File: src/rtl/fm_discriminator_if.sv
// fm_discriminator_if: I/Q sample handshake in, recovered phase increment out
interface fm_discriminator_if #(
  parameter int NBITS_SAMPLE = 16
);
  logic                           in_valid;
  logic                           in_ready;
  logic signed [NBITS_SAMPLE-1:0] in_i;
  logic signed [NBITS_SAMPLE-1:0] in_q;
  logic                           out_valid;
  logic [31:0]                    outinc;
  modport master (output in_valid, in_i, in_q, input in_ready, out_valid, outinc);
  modport slave (input in_valid, in_i, in_q, output in_ready, out_valid, outinc);
endinterface

File: src/rtl/fm_discriminator.sv
// fm_discriminator: CORDIC-vectoring FM demodulator; define FM_DISCRIMINATOR_AVG4_EN for a 4-tap moving average on outinc
module fm_discriminator #(
  parameter int NBITS_SAMPLE = 16,
  parameter int NBITS_PHASE  = 16,
  parameter int NITER        = 14
) (
  input logic               clock,
  input logic               reset,
  fm_discriminator_if.slave bus
);
  localparam int W = NBITS_SAMPLE + 2;
  localparam logic [31:0] ATAN32 [32] = '{
    32'h20000000, 32'h12E4051E, 32'h09FB385B, 32'h051111D4, 32'h028B0D43, 32'h0145D7E1, 32'h00A2F61E, 32'h00517C55,
    32'h0028BE53, 32'h00145F2F, 32'h000A2F98, 32'h000517CC, 32'h00028BE6, 32'h000145F3, 32'h0000A2FA, 32'h0000517D,
    32'h000028BE, 32'h0000145F, 32'h00000A30, 32'h00000518, 32'h0000028C, 32'h00000146, 32'h000000A3, 32'h00000051,
    32'h00000029, 32'h00000014, 32'h0000000A, 32'h00000005, 32'h00000003, 32'h00000001, 32'h00000001, 32'h00000000};
  typedef enum logic [1:0] {S_IDLE, S_PRE, S_ITER, S_DIFF} state_t;
  state_t                         r_state, w_next;
  logic [4:0]                     r_k;
  logic signed [NBITS_SAMPLE-1:0] r_in_i, r_in_q;
  logic signed [W-1:0]            r_i, r_q, w_ext_i, w_ext_q, w_di, w_dq;
  logic [NBITS_PHASE-1:0]         r_z, r_prev, w_atan;
  logic signed [NBITS_PHASE-1:0]  w_inc, w_res;
  logic                           r_first, r_out_valid, w_accept, w_zero, w_neg, w_qneg;
  logic [31:0]                    r_outinc;

  // atan(2^-k) rescaled from a 32-bit turn to NBITS_PHASE with rounding
  function automatic logic [NBITS_PHASE-1:0] f_atan(input logic [4:0] k);
    logic [32:0] t;
    t = {ATAN32[k], 1'b0} + (33'd1 << (32 - NBITS_PHASE));
    return NBITS_PHASE'(t >> (33 - NBITS_PHASE));
  endfunction

  assign bus.in_ready  = r_state == S_IDLE;
  assign bus.out_valid = r_out_valid;
  assign bus.outinc    = r_outinc;
  assign w_accept      = bus.in_valid && bus.in_ready;
  assign w_ext_i       = W'(r_in_i);
  assign w_ext_q       = W'(r_in_q);
  assign w_neg         = r_in_i[NBITS_SAMPLE-1];
  assign w_zero        = r_in_i == '0 && r_in_q == '0;
  assign w_qneg        = r_q[W-1];
  assign w_di          = r_i >>> r_k;
  assign w_dq          = r_q >>> r_k;
  assign w_atan        = f_atan(r_k);
  assign w_inc         = w_zero ? '0 : $signed(r_z - r_prev);

`ifdef FM_DISCRIMINATOR_AVG4_EN
  logic signed [NBITS_PHASE-1:0] r_win [3];
  logic signed [NBITS_PHASE+1:0] w_sum;
  assign w_sum = (NBITS_PHASE+2)'(w_inc) + (NBITS_PHASE+2)'(r_win[0]) + (NBITS_PHASE+2)'(r_win[1]) + (NBITS_PHASE+2)'(r_win[2]);
  assign w_res = NBITS_PHASE'(w_sum >>> 2);
  // history of the three previous increments, emptied whenever a new phase reference starts
  always_ff @(posedge clock)
    if (reset || (r_state == S_DIFF && r_first)) r_win <= '{default: '0};
    else if (r_state == S_DIFF) r_win <= '{w_inc, r_win[0], r_win[1]};
`else
  assign w_res = w_inc;
`endif

  // state register
  always_ff @(posedge clock)
    r_state <= reset ? S_IDLE : w_next;

  // next-state: one pre-rotation cycle, NITER micro-rotations, one differencing cycle
  always_comb begin
    w_next = r_state;
    case (r_state)
      S_IDLE: w_next = w_accept ? S_PRE : S_IDLE;
      S_PRE:  w_next = S_ITER;
      S_ITER: w_next = r_k == 5'(NITER - 1) ? S_DIFF : S_ITER;
      S_DIFF: w_next = S_IDLE;
    endcase
  end

  // datapath: capture, CORDIC vectoring, phase differencing and output register
  always_ff @(posedge clock) begin
    if (reset) begin
      r_first     <= 1'b1;
      r_prev      <= '0;
      r_outinc    <= '0;
      r_out_valid <= 1'b0;
    end else begin
      r_out_valid <= 1'b0;
      if (w_accept) begin
        r_in_i <= bus.in_i;
        r_in_q <= bus.in_q;
      end
      if (r_state == S_PRE) begin
        r_i <= w_neg ? -w_ext_i : w_ext_i;
        r_q <= w_neg ? -w_ext_q : w_ext_q;
        r_z <= w_neg ? {1'b1, {(NBITS_PHASE-1){1'b0}}} : '0;
        r_k <= '0;
      end
      if (r_state == S_ITER) begin
        r_i <= w_qneg ? r_i - w_dq : r_i + w_dq;
        r_q <= w_qneg ? r_q + w_di : r_q - w_di;
        r_z <= w_qneg ? r_z - w_atan : r_z + w_atan;
        r_k <= r_k + 5'd1;
      end
      if (r_state == S_DIFF) begin
        r_first <= 1'b0;
        if (!w_zero) r_prev <= r_z;
        if (!r_first) begin
          r_out_valid <= 1'b1;
          r_outinc    <= 32'(w_res);
        end
      end
    end
  end
endmodule

File: src/flat_wrapper.sv
// flat-port wrapper written by rule: the top's interface ports become plain ports
module fm_discriminator_flat 
#(
  parameter int NBITS_SAMPLE = 16,
  parameter int NBITS_PHASE  = 16,
  parameter int NITER        = 14
)
  (clock, reset, bus_in_valid, bus_in_i, bus_in_q, bus_in_ready, bus_out_valid, bus_outinc);
  fm_discriminator_if #(.NBITS_SAMPLE(NBITS_SAMPLE)) bus_i ();
  input logic clock;
  input logic reset;
  input wire logic [$bits(bus_i.in_valid)-1:0] bus_in_valid;
  input wire logic [$bits(bus_i.in_i)-1:0] bus_in_i;
  input wire logic [$bits(bus_i.in_q)-1:0] bus_in_q;
  output wire logic [$bits(bus_i.in_ready)-1:0] bus_in_ready;
  output wire logic [$bits(bus_i.out_valid)-1:0] bus_out_valid;
  output wire logic [$bits(bus_i.outinc)-1:0] bus_outinc;
  assign bus_i.in_valid = bus_in_valid;
  assign bus_i.in_i = bus_in_i;
  assign bus_i.in_q = bus_in_q;
  assign bus_in_ready = bus_i.in_ready;
  assign bus_out_valid = bus_i.out_valid;
  assign bus_outinc = bus_i.outinc;
  fm_discriminator #(.NBITS_SAMPLE(NBITS_SAMPLE), .NBITS_PHASE(NBITS_PHASE), .NITER(NITER)) u_core (.clock(clock), .reset(reset), .bus(bus_i));
endmodule
File: config.mk
export PLATFORM = sky130hd
export DESIGN_NAME = fm_discriminator_flat
export DESIGN_NICKNAME = d
export VERILOG_FILES = /design/src/rtl/fm_discriminator_if.sv /design/src/rtl/fm_discriminator.sv /design/src/flat_wrapper.sv
export SDC_FILE = /design/constraint.sdc
export NUM_CORES = 1
export LEC_CHECK = 0
export CAP_MARGIN = 20
export CORE_MARGIN = 2
export CORE_UTILIZATION = 40
export DETAILED_ROUTE_END_ITERATION = 6
export SLEW_MARGIN = 20
export SYNTH_ARGS = -nofsm -noshare
export SYNTH_HDL_FRONTEND = slang
export SYNTH_SLANG_ARGS = --single-unit
File: constraint.sdc
create_clock -name clock -period 5 [get_ports clock]
set_clock_uncertainty 0.2 [all_clocks]
set_input_delay 0.75 -clock clock [delete_from_list [all_inputs] [get_ports clock]]
set_output_delay 0.75 -clock clock [all_outputs]
set_load 0.03 [all_outputs]
======== Yosys cells after proc, flatten, opt, wreduce, memory -nomap -nowiden ========
Memories as Yosys holds them, arrays and structs flattened.
Cells that the tools add are included.
word-level totals
  register bits ........................... 125
  latch bits .............................. 0
  memory bits (writable) .................. 0
  memory bits (read-only) ................. 1,024
  output and inout bits ................... 34
  logic and storage cells ................. 67
  memories kept ........................... 1
cells by class
  add/subtract/negate cells ............... 11
  multipliers ............................. 0
  div/mod/pow operators ................... 0
  $lt $le $gt $ge ......................... 1
  equal/unequal tests ..................... 4
  shift operators ......................... 2
  mux-type cells .......................... 21
  bitwise operators ....................... 5
  reductions and logical operators ........ 11
memory list
  name              words  bits a word  rd ports  clocked after memory_dff  wr ports  line                    RTL
  (name not given)  32     32           1         0                         0         fm_discriminator.sv:30  t = {ATAN32[k], 1'b0} + (33'd1 << (32 - NBITS_PHASE));
operators with widths
  kind                    number
  $mux 18                 8
  $mux 16                 5
  $mux 32                 2
  $add 18x18->18          2
  $neg 16->18             2
  $sshr 18x5->18          2
  $sub 18x18->18          2
  $add 33x17->33 const B  1
  $logic_not 16->1        2
  $sub 16x16->16          2
  $add 16x16->16          1
  $mux 5                  2
  $pmux 2 s4              1
  $reduce_and 2->1        4
  $ge 6x6->1 const B      1
  $not 5->6               1
  $add 5x1->5 const B     1
  $eq 5x4->1 const B      1
  $eq 2x2->1 const B      2
  $not 1->1               4
  $mux 1                  3
  $eq 2x1->1 const B      1
  $logic_and 1x1->1       2
  $logic_not 2->1         1
  other kinds (2)         2

======== Depth between registers and ports, before layout ========
Gate-level depths: netlist (run 1).
  depth in word-level cells ............... 8
  depth in mapped cells ................... 24

======== Worst setup path before layout (run 1) ========
OpenSTA, ideal clock, no wires.
  kind .................................... register -> register
  start ................................... register u_core.r_k[1]
  end ..................................... register u_core.r_z[14], data pin
  arrival time ............................ 4.880 ns
  data required time ...................... 4.528 ns
  path slack .............................. -0.352 ns
  cell stages (with the launch flop) ...... 23
  cell sequence ........................... edfxtp_1 buf_2 buf_2 clkinv_1 buf_1 ha_1 clkbuf_1 nand2b_1 a32o_1 ha_1 xnor2_1 ha_1 nor2_1 xor2_1 ha_1 a21o_1 a21oi_1 o21bai_1 a21oi_1 o21ai_0 a31o_2 nor3b_1 or4_1
between the ends
  word-level cells in the longest chain between the ends .. 8
ends and longest elaborated chain
  what                                              line                    RTL
  start, declared                                   fm_discriminator.sv:19  logic [4:0] r_k;
  start signal, assigned                            fm_discriminator.sv:99  r_k <= r_k + 5'd1;
  $not 5->6 (implied by the code) *                 fm_discriminator.sv:30
  $mem_v2 32x32 *                                   -
  $mux 32 (implied by the code) * (2 in a row)      fm_discriminator.sv:30
  $add 33x17->33 *                                  fm_discriminator.sv:30
  $add 16x16->16 or $sub 16x16->16 (tied branches)  fm_discriminator.sv:98  r_z <= w_qneg ? r_z - w_atan : r_z + w_atan;
  $mux 16 *                                         fm_discriminator.sv:98
  $mux 16 *                                         fm_discriminator.sv:95  if (r_state == S_ITER) begin
  end signal, assigned                              fm_discriminator.sv:92  r_z <= w_neg ? {1'b1, {(NBITS_PHASE-1){1'b0}}} : '0;
  end signal, assigned                              fm_discriminator.sv:98
  end, declared                                     fm_discriminator.sv:22  logic [NBITS_PHASE-1:0] r_z, r_prev, w_atan;
Mark *: on every way between the ends. The rest lies on a longest branch, timed or not. The select of a mux whose other input is x is not followed.
A chain may end at the register's enable or synchronous reset.

======== Final worst setup path (run 1) ========
  start ................................... register u_core.r_k[0]
  end ..................................... register u_core.r_i[17], data pin
between the ends
  word-level cells in the longest chain between the ends .. 4
ends and longest elaborated chain
  what                                              line                    RTL
  $sshr 18x5->18 *                                  fm_discriminator.sv:44  assign w_dq = r_q >>> r_k;
  $add 18x18->18 or $sub 18x18->18 (tied branches)  fm_discriminator.sv:96  r_i <= w_qneg ? r_i - w_dq : r_i + w_dq;
  $mux 18 *                                         fm_discriminator.sv:96
  $mux 18 *                                         fm_discriminator.sv:95
  end signal, assigned                              fm_discriminator.sv:90  r_i <= w_neg ? -w_ext_i : w_ext_i;
  end signal, assigned                              fm_discriminator.sv:96
  end, declared                                     fm_discriminator.sv:21  logic signed [W-1:0] r_i, r_q, w_ext_i, w_ext_q, w_di, w_dq;
Mark *: on every way between the ends. The rest lies on a longest branch, timed or not.

==> run summary, run 1 <==
The region available for standard cell placement spans 29700 sq um. Setup violations remaining at the end of the flow were counted as 4. With fillers left out, the area of the finished cells amounts to 15600 sq um. Via count: 11.6k. The run gives -299 ps as the worst setup timing slack at the placement stage. The area added between synthesis and finish works out to 28.7%.

For the number of clock sinks seen by CTS, the log shows 125. The initial utilization of the core area, before any placement, comes to 40.8%. Max-cap violations in this run came to 0. Summed over all cells, the static leakage comes to 6.08 nW. The HPWL after detailed placement is 28700 microns. The maximum number of pins on one net before global-route repair is 81.

Final worst-path setup slack: -206 ps. The via count of the first global-routing pass is 10.6k, and the number of enable-type register cells in the synthesized netlist is 89. The largest individual stage delay along the critical path comes from the cell sky130_fd_sc_hd__mux4_2. In this run the remaining antenna-violating nets after routing total 0. The initialized floorplan defines 63 standard-cell rows. Global-route wire length before repair: 59500 microns. The type of the worst min-delay path was flop to flop.

Clock-pin slew was measured on the worst setup and hold paths at 60 ps. The buffer levels on the longest clock path was 2; the count of yosys warnings during synthesis was 0. The critical path goes through buf_6, mux4_2, mux4_2, mux2i_4, ha_2, inv_2, a221o_1, a2111oi_4, and2_4, buf_6, a211oi_2, nor2_1, o21ai_2, ha_4, a21o_1, a21oi_2, o21ai_2, a211oi_2, o21ai_2, a211oi_2, nor3_1, mux2_4. Routability-driven placement finished with a final weighted congestion of 0.932. The primary flip-flop cell chosen by synthesis mapping is sky130_fd_sc_hd__edfxtp_1. The share of final-layout standard cells stronger than drive strength 1 works out to 26.0%.

The nature of the critical path startpoint was a flop. For the final cell count without fillers, the log shows 1987. Across all hold checks on the routed design, the worst slack comes to 254 ps.

The worst path needs 5210 ps of the cycle, external delays included. The height of the chip was 178 microns. The tools report the post-synthesis instance area as 12100 sq um. Dividing the detail-routed wire length by the instance count gives 19.2 microns. The number of nets in the finished design was 1700; the count of routing violations after the opening detailed-route iteration was 1048.

The die covers 31700 sq um. For the worst setup path, the data required time is 4990 ps. Post-synthesis average cell area: 8.91 sq um. During I/O placement, the number of pins put on the boundary was 69. The flow ran to the end, but the final reports show violations.

The worst pin sits at a relative slew slack of 43.2%. The cell-internal power was 2.83 mW; the worst-case vdd ir drop was 239 uV. The cell count after synthesis is 1362, and the post-route DRC violation count is 0.

The initial antenna violation count came out at 2. Along the worst path, the maximum fanout reaches 6. The run gives 1.60 mW as the total net switching power. The routed design has 38200 microns of wire. The number of H-tree levels came out at 4. After synthesis the netlist holds a flip-flop and latch count of 125.

The global route total overflow was 0. The setup path with the least slack is of type flop to flop. Cell at the root of the clock tree: sky130_fd_sc_hd__clkbuf_16. At the worst endpoint, the arrival time is 5190 ps. The switching part of the total power was 36.1%.

Dividing the final minimum period by the clock period gives 104%. In the global route stage, overall resource usage came out at 24.4%. The design draws 4.43 mW. TritonCTS built the clock tree. The tools report the sequential share of power as 28.3%.

Delay of the slowest cell on the worst path: 530 ps. In this run the critical register-to-register path is launched from u_core.r_k[0]. The register area share after synthesis came out at 28.0%. STA classifies the critical path endpoint as a flop.

The startpoint of the lowest-slack hold path was u_core.bus.outinc[9]. The floorplan step set the die width to 178 microns. For this run, the top clock speed supported by timing is 0.192 GHz. Before antenna repair, the detailed router went through 7 iterations. The quantity of I/O buffers inserted on ports is 68. The count of final max-slew check failures was 0. The instance count after placement with tap cells included was 1939.

The number of vias per cell works out to 5.82. The number of buffers added by the clock tree synthesis step was 17. Tracing the worst setup path back leads to its startpoint at u_core.r_k[0]. The cell area reported after detailed placement came out at 14500 sq um. The final reports fail on setup timing. The run gives 0 as the hold violation count in the final report.

For the pin with the worst max-slew slack, the measured transition is 852 ps. The ratio of total power to cell area is 284 nW/um^2. Setup repair after global routing could not meet its margin everywhere.

Synthesis instantiated 91 different standard cells from the library. In this run, the combinational gates consume 45.3% of the power. Of all flip-flops after synthesis, the portion carrying an async set or reset was 0%. The run gives 1480 as the net count of the mapped netlist. The tools report the clock network fraction of design power as 26.5%. At the later pin of the worst-skew pair, clock insertion delay measures 440 ps.
## area by class of cell
class | count | area, sq um
fill | 2722 | 14100
multi-input combinational | 1090 | 8510
sequential | 125 | 3390
timing repair buffer | 293 | 2470
tap | 390 | 488
clock buffer | 20 | 437
inverter | 55 | 208
clock inverter | 12 | 97.6
antenna | 2 | 5.00
## through the flow
step	setup TNS, ps	util [%]
after CTS	-472	51.3
after detailed placement	-2000	48.8
after floorplan	-107	-
after global placement	-1350	48.8
final	-438	52.5
after global routing	-4710	52.5
## per-layer routing
metal  vias up  wire (microns)  global-route usage [%]
li1       5557               -                       -
met1      5583           18200                    35.9
met2       374           16500                    35.4
met3        43            2850                    5.05
met4         0             739                    7.51
met5         -               0                       0
## cells by family after synthesis
kind of cell             Yosys count  share of synthesized area [%]
AND/OR/NAND/NOR                  434                           17.9
AO/OA/AOI/OAI                    377                           20.9
buffers and inverters            147                           5.53
flip-flops                       125                           28.0
multiplexers                      99                           11.9
XOR/XNOR                          97                           7.00
adder cells (fa/ha/maj)           83                           8.81
## cells in the mapped netlist (14+ instances only)
cell type	n	area share (%)
sky130_fd_sc_hd__nor2_1	139	4.3
sky130_fd_sc_hd__edfxtp_1	89	22
sky130_fd_sc_hd__a21oi_1	87	3.6
sky130_fd_sc_hd__nand2_1	86	2.7
sky130_fd_sc_hd__ha_1	79	8.1
sky130_fd_sc_hd__o21ai_0	78	3.2
sky130_fd_sc_hd__xnor2_1	68	4.9
sky130_fd_sc_hd__inv_1	54	1.7
sky130_fd_sc_hd__clkbuf_1	44	1.4
sky130_fd_sc_hd__mux2i_1	42	3.5
sky130_fd_sc_hd__dfxtp_1	36	5.9
sky130_fd_sc_hd__mux4_2	33	6.1
sky130_fd_sc_hd__nor3_1	30	1.2
sky130_fd_sc_hd__xor2_1	29	2.1
sky130_fd_sc_hd__nand3_1	27	1.1
sky130_fd_sc_hd__mux2_2	22	2.0
sky130_fd_sc_hd__or3_1	21	1.1
sky130_fd_sc_hd__a31oi_1	20	1.0
sky130_fd_sc_hd__nor2b_1	20	1.0
sky130_fd_sc_hd__a21o_1	18	1.1
sky130_fd_sc_hd__buf_4	17	1.1
sky130_fd_sc_hd__nand2b_1	17	0.88
sky130_fd_sc_hd__o22ai_1	16	0.83
sky130_fd_sc_hd__and2_1	15	0.77
sky130_fd_sc_hd__a211oi_1	14	0.87
sky130_fd_sc_hd__buf_2	14	0.58
sky130_fd_sc_hd__o21a_1	14	0.87
## timing repair
item                       4_1_cts  5_1_grt
hold buffers                     0        0
pin swaps                       18       25
resized for setup               30       68
setup buffers                    4       10
gates cloned                     2        0
setup endpoints to repair       17       26
## worst paths after layout
path / end / slack (ps) / cells after the start
worst min register to register: u_core.bus.outinc[9] / 250 / 2
worst max register to register: u_core.r_i[17] / -210 / 22
worst min-delay path: u_core.bus.outinc[9] / 250 / 2
worst max-delay path: u_core.r_i[17] / -210 / 22
## cell usage in the layout, fill, tap and decap left out, types with 11 or more instances in the layout
master | synthesis | routed
sky130_fd_sc_hd__nand4_1 | 12 | 12
sky130_fd_sc_hd__mux2_2 | 22 | 22
sky130_fd_sc_hd__nor2_1 | 139 | 136
sky130_fd_sc_hd__nor2b_1 | 20 | 18
sky130_fd_sc_hd__mux4_2 | 33 | 33
sky130_fd_sc_hd__nand3b_1 | 11 | 11
sky130_fd_sc_hd__o21ai_0 | 78 | 64
sky130_fd_sc_hd__ha_1 | 79 | 70
sky130_fd_sc_hd__and2_1 | 15 | 14
sky130_fd_sc_hd__o22ai_1 | 16 | 16
sky130_fd_sc_hd__a21oi_1 | 87 | 71
sky130_fd_sc_hd__nand2b_1 | 17 | 17
sky130_fd_sc_hd__dfxtp_1 | 36 | 36
sky130_fd_sc_hd__nor3_1 | 30 | 24
sky130_fd_sc_hd__a211oi_1 | 14 | 11
sky130_fd_sc_hd__nand3_1 | 27 | 25
sky130_fd_sc_hd__clkdlybuf4s50_1 | 0 | 68
sky130_fd_sc_hd__nand2_1 | 86 | 84
sky130_fd_sc_hd__or3_1 | 21 | 21
sky130_fd_sc_hd__o211ai_1 | 11 | 11
sky130_fd_sc_hd__buf_4 | 17 | 214
sky130_fd_sc_hd__xor2_1 | 29 | 29
sky130_fd_sc_hd__inv_1 | 54 | 53
sky130_fd_sc_hd__clkbuf_16 | 0 | 17
sky130_fd_sc_hd__o21a_1 | 14 | 14
sky130_fd_sc_hd__edfxtp_1 | 89 | 89
sky130_fd_sc_hd__xnor2_1 | 68 | 65
sky130_fd_sc_hd__a21oi_2 | 0 | 15
sky130_fd_sc_hd__a31oi_1 | 20 | 15
sky130_fd_sc_hd__mux2i_1 | 42 | 41
sky130_fd_sc_hd__a21o_1 | 18 | 18
## worst max-delay path, delay by kind of cell (launching register included)
kind                     cells  cell delay, ps
adder cells (fa/ha/maj)      2             450
AND/OR/NAND/NOR              3             450
flip-flops                   1             350
AO/OA/AOI/OAI               10            1750
buffers and inverters        3             270
multiplexers                 4            1490
## registers in the layout, summed over array words and instances (netlist names)
register,flops
u_core.r_q,18
u_core.r_z,16
u_core.r_i,18
u_core.bus.out_valid,1
u_core.r_in_i,16
u_core.r_k,5
u_core.r_prev,16
u_core.r_state,2
u_core.r_in_q,16
u_core.r_first,1
u_core.bus.outinc,16
## power by group through the flow
stage          Clock, mW  Combinational, mW  Sequential, mW
5_1_grt             1.23               2.18            1.26
3_3_place_gp           0               1.79            1.27
6_report            1.17               2.00            1.25
4_1_cts             1.19               1.87            1.25
3_5_place_dp           0               1.80            1.27
2_1_floorplan          0               1.14            1.25
No activity file was read; power rests on OpenSTA's default activity.
==> run 2, diff against run 1 <==
clock period = 6.7 ns   (was 5 ns; I/O delays follow)
==> run summary, run 2 (synthesis results as in run 1) <==
The run finished with clean final reports. After clock tree synthesis, the clock-pin slew on the worst setup and hold paths is 70 ps. By instance count, the cell type seen most on the critical path is sky130_fd_sc_hd__o21ai_0. The worst pin sits at a relative slew slack of 39.8%. The measured slew at the worst slew-check pin came out at 896 ps. The worst hold path begins at u_core.bus.outinc[9]. The leading cell type in the layout, fill and taps excluded was sky130_fd_sc_hd__nor2_1. The area growth from synthesis to layout is 12.7%. The horizontal die dimension is 178 microns.

Reg-to-reg critical path endpoint: u_core.r_i[17]. The number of nets in the finished design is 1500, and the post-CTS repair timing setup buffer count is 0. The worst path needs 6090 ps of the cycle, external delays included. The run gives 0 as the number of max-cap violations. The run gives 440 ps as the clock latency at the later pin of the worst-skew pair.

The site row count was 63. The cell at the root of the clock tree is sky130_fd_sc_hd__clkbuf_16. The run gives 31700 sq um as the die area. In this run the remaining antenna-violating nets after routing total 0.

Hold repair after CTS inserted 0 buffers. The post-route DRC violation count was 0. The global route total overflow is 0. The logs give 5.02 nW for the leakage power total and 17 for the number of buffers added by the clock tree synthesis step. The top cell types in the final layout, fill and taps aside, are sky130_fd_sc_hd__nor2_1, sky130_fd_sc_hd__edfxtp_1, sky130_fd_sc_hd__a21oi_1, sky130_fd_sc_hd__nand2_1. In this run the worst hold path is classified as flop to flop.

Adding up every negative setup slack in the final design gives 0 ps. Measured in cells, the most critical reg-to-reg path has a length of 20. The worst setup path is captured at a flop. The floorplan step defined a core boundary enclosing 29700 sq um. For the global-route wire length before repair, the log shows 54200 microns.

The completed layout was analyzed and its total power is 3.03 mW. The ratio of total power to cell area is 222 nW/um^2. The count of routing violations after the opening detailed-route iteration was 1076; the via count of the first global-routing pass was 9806. Classification of the worst setup path: flop to flop. The tools report the highest clock rate as 0.164 GHz. The largest registers in the layout are u_core.r_i x18, u_core.r_q x18. In this run the critical register-to-register path is launched from u_core.r_k[1].

The number of gates resized after CTS was 0. On the worst path, the slowest cell contributes a delay of 810 ps. The initial antenna violation count was 0; the cell count of the worst hold path was 2. The count of final max-slew check failures is 0. Height of the chip: 178 microns. 69 I/O pins were placed. Number of endpoints failing setup at the final stage: 0. Buffers placed on the I/O ports in this run total 68. The overall fraction of global-route tracks in use was 22.0%; the starting density of the core was 40.8%. The portion of the clock cycle consumed by the worst path in the final layout came out at 90.8%. The post-route netlist has 10.3% of its cells at a drive strength greater than 1. The post-DP HPWL was 25600 microns; the final routed wire length divided by cell count was 19.1 microns.

The number of H-tree levels came out at 4. Entering global routing, the biggest net connects 82 pins. The worst-case IR drop observed on VDD is 240 uV. The repair_antennas step left the layout with diodes totalling 0.

The tools report the worst hold path endpoint as u_core.bus.outinc[9]. The tools report the number of optimization iterations in the first detailed-route pass as 6. The combined buffer and inverter count along the critical path works out to 1. In this run the worst path has a maximum fanout of 19. Across all register-to-register paths, the minimum setup slack is 610 ps.

The number of vias per cell is 5.98. TritonCTS built the clock tree. The arrival time at the worst endpoint is 6070 ps. Cell with the largest stage delay on the worst path: sky130_fd_sc_hd__edfxtp_1. Traced cell by cell, the critical path runs through mux4_2, mux4_2, mux2i_4, ha_1, inv_1, a221o_1, a2111oi_2, and2_1, nor2b_1, o211ai_1, o21ai_0, ha_1, a21o_1, a21oi_1, o21ai_0, a211oi_1, o21ai_0, a211oi_1, nor3_1, mux2_1. The total wirelength of the detailed-routed design is 34100 microns. The worst setup path is launched from a flop. The congestion estimate from routability-driven global placement came to 0.945. Setup repair after global routing left no endpoint under its margin. For the number of clock sinks seen by CTS, the log shows 125. The required time reported for the critical path endpoint was 6680 ps. The hold violation count in the final report came out at 0.

Broken down by cell family, the worst path's largest delay share belongs to compound AO/OA/AOI/OAI gates. The via count was 10.7k; the buffer levels on the longest clock path was 2.
-- run 2: worst max path at each step --
stage                                end  cells after the start  slack (ps)          start
final                     u_core.r_i[17]                     20         610  u_core.r_k[1]
after floorplan           u_core.r_z[14]                     22        1350  u_core.r_k[1]
after CTS                 u_core.r_z[15]                     20         580  u_core.r_k[0]
after global routing      u_core.r_z[15]                     20         120  u_core.r_k[0]
after detailed placement  u_core.r_z[15]                     20         620  u_core.r_k[0]
after global placement    u_core.r_z[15]                     20         820  u_core.r_k[0]
-- run 2: through the flow --
| stage | area (sq um) | hold slack (ps) | cells | util [%] | worst slack [ps] |
|---|---|---|---|---|---|
| 5_1_grt | 13700 | 300 | 1784 | 46.0 | 119 |
| 2_1_floorplan | 12100 | 256 | 1362 | - | 1350 |
| 3_5_place_dp | 13000 | 242 | 1753 | 43.9 | 617 |
| 4_1_cts | 13700 | 250 | 1784 | 46.0 | 582 |
| 6_report | 13700 | 249 | 1784 | 46.0 | 614 |
| 3_3_place_gp | 13000 | 239 | 1753 | 43.9 | 825 |
-- run 2: cell type report --
class	count	area, sq um
tap	390	488
clock inverter	14	195
fill	2844	16100
inverter	55	206
sequential	125	3390
clock buffer	17	425
timing repair buffer	93	872
multi-input combinational	1090	8090
-- run 2: worst min-delay path: cells and delay by family, from the launching register on --
family / cells / cell delay (ps)
simple gates: 1 / 50
compound gates: 1 / 50
flops: 1 / 300
-- run 2: power breakdown --
part,internal (mW),switching [mW],total (mW)
sequential,0.888,0.0590,0.947
clock,0.620,0.367,0.988
combinational,0.462,0.632,1.09
-- run 2: metal layers --
metal,GRT usage (%),up-vias,routed length [microns]
met5,0,-,0
met4,6.49,0,641
met3,4.35,46,2370
met2,32.3,345,14700
met1,32.5,5127,16400
li1,-,5147,-
==> run 3, diff against run 2 <==
SLEW_MARGIN = 5   (was 20)
TNS_END_PERCENT = 20   (was not set)
==> results of run 3 <==
The final DEF is identical to that of run 2; final timing and power are the same.
==> edit 1: new RTL, settings of run 1 <==
`NITER` is set to 14 in 2 places; all go to 8.
--- a/src/rtl/fm_discriminator.sv
+++ b/src/rtl/fm_discriminator.sv
@@ -2,7 +2,7 @@
 module fm_discriminator #(
   parameter int NBITS_SAMPLE = 16,
   parameter int NBITS_PHASE  = 16,
-  parameter int NITER        = 14
+  parameter int NITER        = 8
 ) (
   input logic               clock,
   input logic               reset,
--- a/src/flat_wrapper.sv
+++ b/src/flat_wrapper.sv
@@ -3,7 +3,7 @@
 #(
   parameter int NBITS_SAMPLE = 16,
   parameter int NBITS_PHASE  = 16,
-  parameter int NITER        = 14
+  parameter int NITER        = 8
 )
   (clock, reset, bus_in_valid, bus_in_i, bus_in_q, bus_in_ready, bus_out_valid, bus_outinc);
   fm_discriminator_if #(.NBITS_SAMPLE(NBITS_SAMPLE)) bus_i ();
Behaviour: same outputs for any inputs over 10 cycles, from zero or initial values and one cycle with reset high; that may be too few to reach the edited logic, so the function may still have changed.
==> edit 1 against run 1 <==
  * Synthesized area fell by 1.9%
  * Highest routed layer unchanged
  * First-iteration DRC count shrank 21%
  * Worst setup slack improved by 0.11 ns
  * Routed wire length decreased by 6.6%
  * Hold slack lost 0.0028 ns
  * The run still ends with negative setup slack left
  * Sequential cell count did not move
  * Design area up 2.1%
  * Total power increased by 2.4%
==> edit 1: results (changes against run 1) <==
Cells and area
  – Clk_buf instances: 19 (was 20)
  – Multi-input gates: 1063 (was 1090)
  – Share of layout cells above drive strength 1: 28.8% (was 26.0%)
  – Non-CTS buffers: 321 (was 293)
  – Non-clock buffer share: 17.1% (was 15.8%)
  – Invs w/o clock: 52 (was 55)
  – Layout Nets: 1698 (was 1700)
  – Count of flip-flops and latches: 125 (unchanged)
  – Multi-input combinational area share: 53.7% (was 54.5%)
  – ClkCell Share: 3.61% (was 3.42%)
  – Fillers: 2678 (was 2722)
  – # diodes: 0 (was 2)
  – Sequential share of cell area: 21.3% (was 21.7%)

Global route
  – Total GRT Usage: 22.8% (was 24.4%)
  – Global-route wire length before repair: 55800 um (was 59500 um)
  – Largest net degree at the start of global routing: 66 (was 81)
  – Initial antenna violation count: 0 (was 2)
  – Vias in the first global route: 10.6k (about the same)

Placement
  – Hpwl dp: 25800 um (was 28700 um)
  – Placer Congestion: 0.989 (was 0.932)
  – Worst slack, placed: -0.167 ns (was -0.299 ns)
  – Placed insts: 1904 (was 1939)
  – Placed instance area: 14300 um^2 (was 14500 um^2)

Power and ir drop
  – Worst VDD drop: 0.330 mV (was 0.239 mV)
  – PwrDens: 285 nW/um^2 (was 284 nW/um^2)
  – Static Leakage: 6.30 nW (was 6.08 nW)

STA
  – Setup TNS: -0.283 ns (was -0.438 ns)
  – Setup-failing EPs final: 5 (was 4)
  – Setup ws final: -0.0987 ns (was -0.206 ns)
  – WHS: 0.251 ns (was 0.254 ns)

Yosys
  – Top post-synthesis cells by area: edfxtp_1, ha_1, dfxtp_1 (was edfxtp_1, ha_1, mux4_2)
  – Synth Instances: 1330 (was 1362)
  – Syn_nets: 1448 (was 1480)
  – Sequential fraction of the synthesis area: 28.5% (was 28.0%)
  – Netlist cell types: 72 (was 91)

Worst hold path
  – Hold EP: u_core.bus.outinc[2] (was u_core.bus.outinc[9])
  – Hold path start: u_core.bus.outinc[2] (was u_core.bus.outinc[9])

Routing
  – Total iterations of the first detailed-routing run: 6 (was 7)
  – Avg WL per Cell: 18.0 um (was 19.2 um)
  – DR iter-0 viols: 830 (was 1048)
  – Post-Route WL: 35700 um (was 38200 um)
  – Vias per inst: 5.62 (was 5.82)

Setup path
  – Arrival @ worst endpoint: 5.06 ns (was 5.19 ns)
  – Max incr delay on CP: 0.49 ns (was 0.53 ns)
  – Cells on worst reg2reg path: 20 (was 22)
  – Worst setup path end: u_core.r_q[16] (was u_core.r_i[17])

Run status
  – Failing checks: negative setup slack (unchanged)
  – Status: complete, but fails checks (unchanged)
edit 1: what timing repair did:
action | CTS | global route
pin swaps | 31 | 61
endpoints found under the hold margin | 0 | 0
buffers inserted | 32 | 14
endpoints found under the setup margin | 13 | 21
cloned | 3 | 0
gates resized for setup | 54 | 96
edit 1: cells by family after synthesis:
family          count (synthesis)  synth area share [%]
fa+ha+maj                      83                  8.98
flops                         125                  28.5
mux                            95                  12.3
compound gates                346                  19.0
buf+inv                       142                  5.34
simple gates                  419                  17.1
xor+xnor                      120                  8.83
edit 1: per-layer routing:
| metal | vias to the layer above | global-route usage, % | part of all wire, % |
|---|---|---|---|
| met5 | - | 0 | 0 |
| met4 | 0 | 8.68 | 2.8 |
| met3 | 71 | 3.70 | 4.4 |
| met2 | 322 | 37.6 | 48 |
| met1 | 5326 | 29.9 | 45 |
| li1 | 5422 | - | - |
edit 1: power by group:
part	switching (W)	internal, W
Sequential	0.0000679	0.00119
Combinational	0.00101	0.00103
Clock	0.000536	0.000700
Total	0.00162	0.00292
==> edit 2: new RTL, flow settings as in run 1 <==
Made on the original files. Encoding of `state_t`: now Gray code (2 bits for 4 states).
--- a/src/rtl/fm_discriminator.sv
+++ b/src/rtl/fm_discriminator.sv
@@ -14,7 +14,7 @@
     32'h0028BE53, 32'h00145F2F, 32'h000A2F98, 32'h000517CC, 32'h00028BE6, 32'h000145F3, 32'h0000A2FA, 32'h0000517D,
     32'h000028BE, 32'h0000145F, 32'h00000A30, 32'h00000518, 32'h0000028C, 32'h00000146, 32'h000000A3, 32'h00000051,
     32'h00000029, 32'h00000014, 32'h0000000A, 32'h00000005, 32'h00000003, 32'h00000001, 32'h00000001, 32'h00000000};
-  typedef enum logic [1:0] {S_IDLE, S_PRE, S_ITER, S_DIFF} state_t;
+  typedef enum logic [1:0] {S_IDLE = 2'b00, S_PRE = 2'b01, S_ITER = 2'b11, S_DIFF = 2'b10} state_t;
   state_t                         r_state, w_next;
   logic [4:0]                     r_k;
   logic signed [NBITS_SAMPLE-1:0] r_in_i, r_in_q;
Behaviour: no difference found for any inputs over 10 cycles, from zero or initial values and one cycle with reset high; not proved beyond that.
==> edit 2 against run 1 <==
  * The flow still finishes with violations (negative setup slack)
  * Synthesized cell count increased by 0.44%
  * Utilization grew 1.9 points
  * Synthesized area is 2.2% lower
  * Total power decreased by 7.9%
  * Worst setup slack improved by 0.15 ns
  * Sequential cell count unchanged
  * Hold slack worse by 0.0091 ns
  * First-iteration DRC count decreased by 22%
  * Routed wire length decreased by 7.1%
  * Critical endpoint unchanged
  * Maximum frequency up 2.9%
  * Clock power increased by 7%
  * Design area increased by 2.4%
  * Sequential share of layout area is 0.52 points lower
==> edit 2: results (changes against run 1) <==
Run status
  – Status: complete, but fails checks (unchanged)
  – Failing checks: negative setup slack (unchanged)

Global route
  – Vias in the first global route: 10.8k (was 10.6k)
  – Initial antenna violation count: 0 (was 2)
  – Total GRT Usage: 22.6% (was 24.4%)
  – Global-route wire length before repair: 56100 um (was 59500 um)
  – Largest net degree at the start of global routing: 59 (was 81)

Setup path
  – Max incr delay on CP: 0.53 ns (about the same)
  – Arrival @ worst endpoint: 5.06 ns (was 5.19 ns)
  – CP top delay family: multiplexers (was compound AO/OA/AOI/OAI gates)

STA
  – Setup ws final: -0.0572 ns (was -0.206 ns)
  – Setup-failing EPs final: 3 (was 4)
  – Worst Tran Pin Value: 0.997 ns (was 0.852 ns)

Cells and area
  – # diodes: 0 (was 2)
  – Regs by FF count: u_core.r_i (18), u_core.r_q (18) (unchanged)
  – Share of layout cells above drive strength 1: 28.9% (was 26.0%)
  – Layout Nets: 1734 (was 1700)

Yosys
  – Leading cell types by count after synthesis: nand2_1, nor2_1, a21oi_1, edfxtp_1, o21ai_0 (was nor2_1, edfxtp_1, a21oi_1, nand2_1, ha_1)
  – FFs w/ async S/R, synth: 0% (unchanged)
  – Synth Warn #: 0 (unchanged)
  – Top post-synthesis cells by area: edfxtp_1, ha_1, dfxtp_1 (was edfxtp_1, ha_1, mux4_2)
  – Sequential fraction of the synthesis area: 28.6% (was 28.0%)
  – Syn_nets: 1483 (was 1480)
  – Netlist cell types: 86 (was 91)
  – Average size of a mapped cell: 8.67 um^2 (was 8.91 um^2)

Power and ir drop
  – Static Leakage: 6.22 nW (was 6.08 nW)
  – Worst VDD drop: 0.217 mV (was 0.239 mV)

Clocking
  – Num CTS Buffers: 17 (unchanged)
  – CTS H-tree lvls: 4 (unchanged)
  – CTS root buffer: clkbuf_16 (unchanged)

Placement
  – Hpwl dp: 26100 um (was 28700 um)
  – Placer Congestion: 0.962 (was 0.932)
  – Placed instance area: 14300 um^2 (was 14500 um^2)

Routing
  – DR iter-0 viols: 813 (was 1048)
  – Total iterations of the first detailed-routing run: 6 (was 7)
  – Avg WL per Cell: 17.6 um (was 19.2 um)
  – Vias per inst: 5.63 (was 5.82)
-- edit 2: changes by cell type after synthesis, sizes merged, moves of 11 or more --
cell,before,now
nor2,139,121
mux2i,43,25
nand2,86,160
a21oi,87,119
o31ai,11,22
xor2,29,42
-- edit 2: path summary, 6_finish.rpt --
| kind | startpoint | to | cells past startpoint |
|---|---|---|---|
| worst max-delay path | u_core.r_k[0] | u_core.r_i[17] | 22 |
| worst max register to register | u_core.r_k[0] | u_core.r_i[17] | 22 |
| worst min register to register | u_core.r_first | u_core.r_first | 1 |
| worst min-delay path | u_core.r_first | u_core.r_first | 1 |
-- edit 2: logic make-up (layout without fill, tap and decap cells) --
group,after synthesis,in the layout,share of synthesized area (%)
simple gates,473,473,19.1
flops,125,125,28.6
buf+inv,141,405,5.58
xor+xnor,113,113,8.35
compound gates,364,364,19.9
fa+ha+maj,80,80,8.69
mux,72,72,9.77
-- edit 2: per-layer routing --
metal / up-vias / track usage (%) / share of wire, %
met5: - / 0 / 0
met3: 60 / 3.23 / 4.7
li1: 5533 / - / -
met4: 0 / 7.20 / 1.9
met1: 5470 / 29.6 / 44
met2: 324 / 38.5 / 49
-- edit 2: area by class of cell --
cell class,count,area (um^2)
Clock buffer,21,493
Fill cell,2649,13400
Multi-Input combinational cell,1102,8560
Sequential cell,125,3390
Tap cell,390,488
Inverter,52,199
Timing Repair Buffer,321,2770
Clock inverter,11,88.8
-- edit 2: stage by stage --
step                std cells  setup WS (ns)  hold WS, ns  TNS [ns]  power (W)
floorplan                1368        -0.0489        0.219   -0.0504    0.00212
global placement         1942        -0.0449        0.226   -0.0979    0.00260
detailed placement       1942         -0.200        0.231     -1.11    0.00261
CTS                      1985        -0.0404        0.248   -0.0820    0.00392
global route             2022         -0.211        0.268     -1.84    0.00429
finish                   2022        -0.0572        0.244    -0.109    0.00408
-- edit 2: power by group --
group | total [W] | internal (W) | switching [W]
combinational | 0.00159 | 0.000785 | 0.000809
sequential | 0.00123 | 0.00118 | 0.0000577
clock | 0.00125 | 0.000721 | 0.000533
total | 0.00408 | 0.00268 | 0.00140
-- edit 2: timing repair --
| action | in CTS | in global routing |
|---|---|---|
| pin swaps | 17 | 65 |
| resized for setup | 39 | 114 |
| setup endpoints to repair | 13 | 22 |
| hold buffers | 0 | 0 |
| gates cloned | 1 | 2 |
| buffers inserted | 10 | 34 |
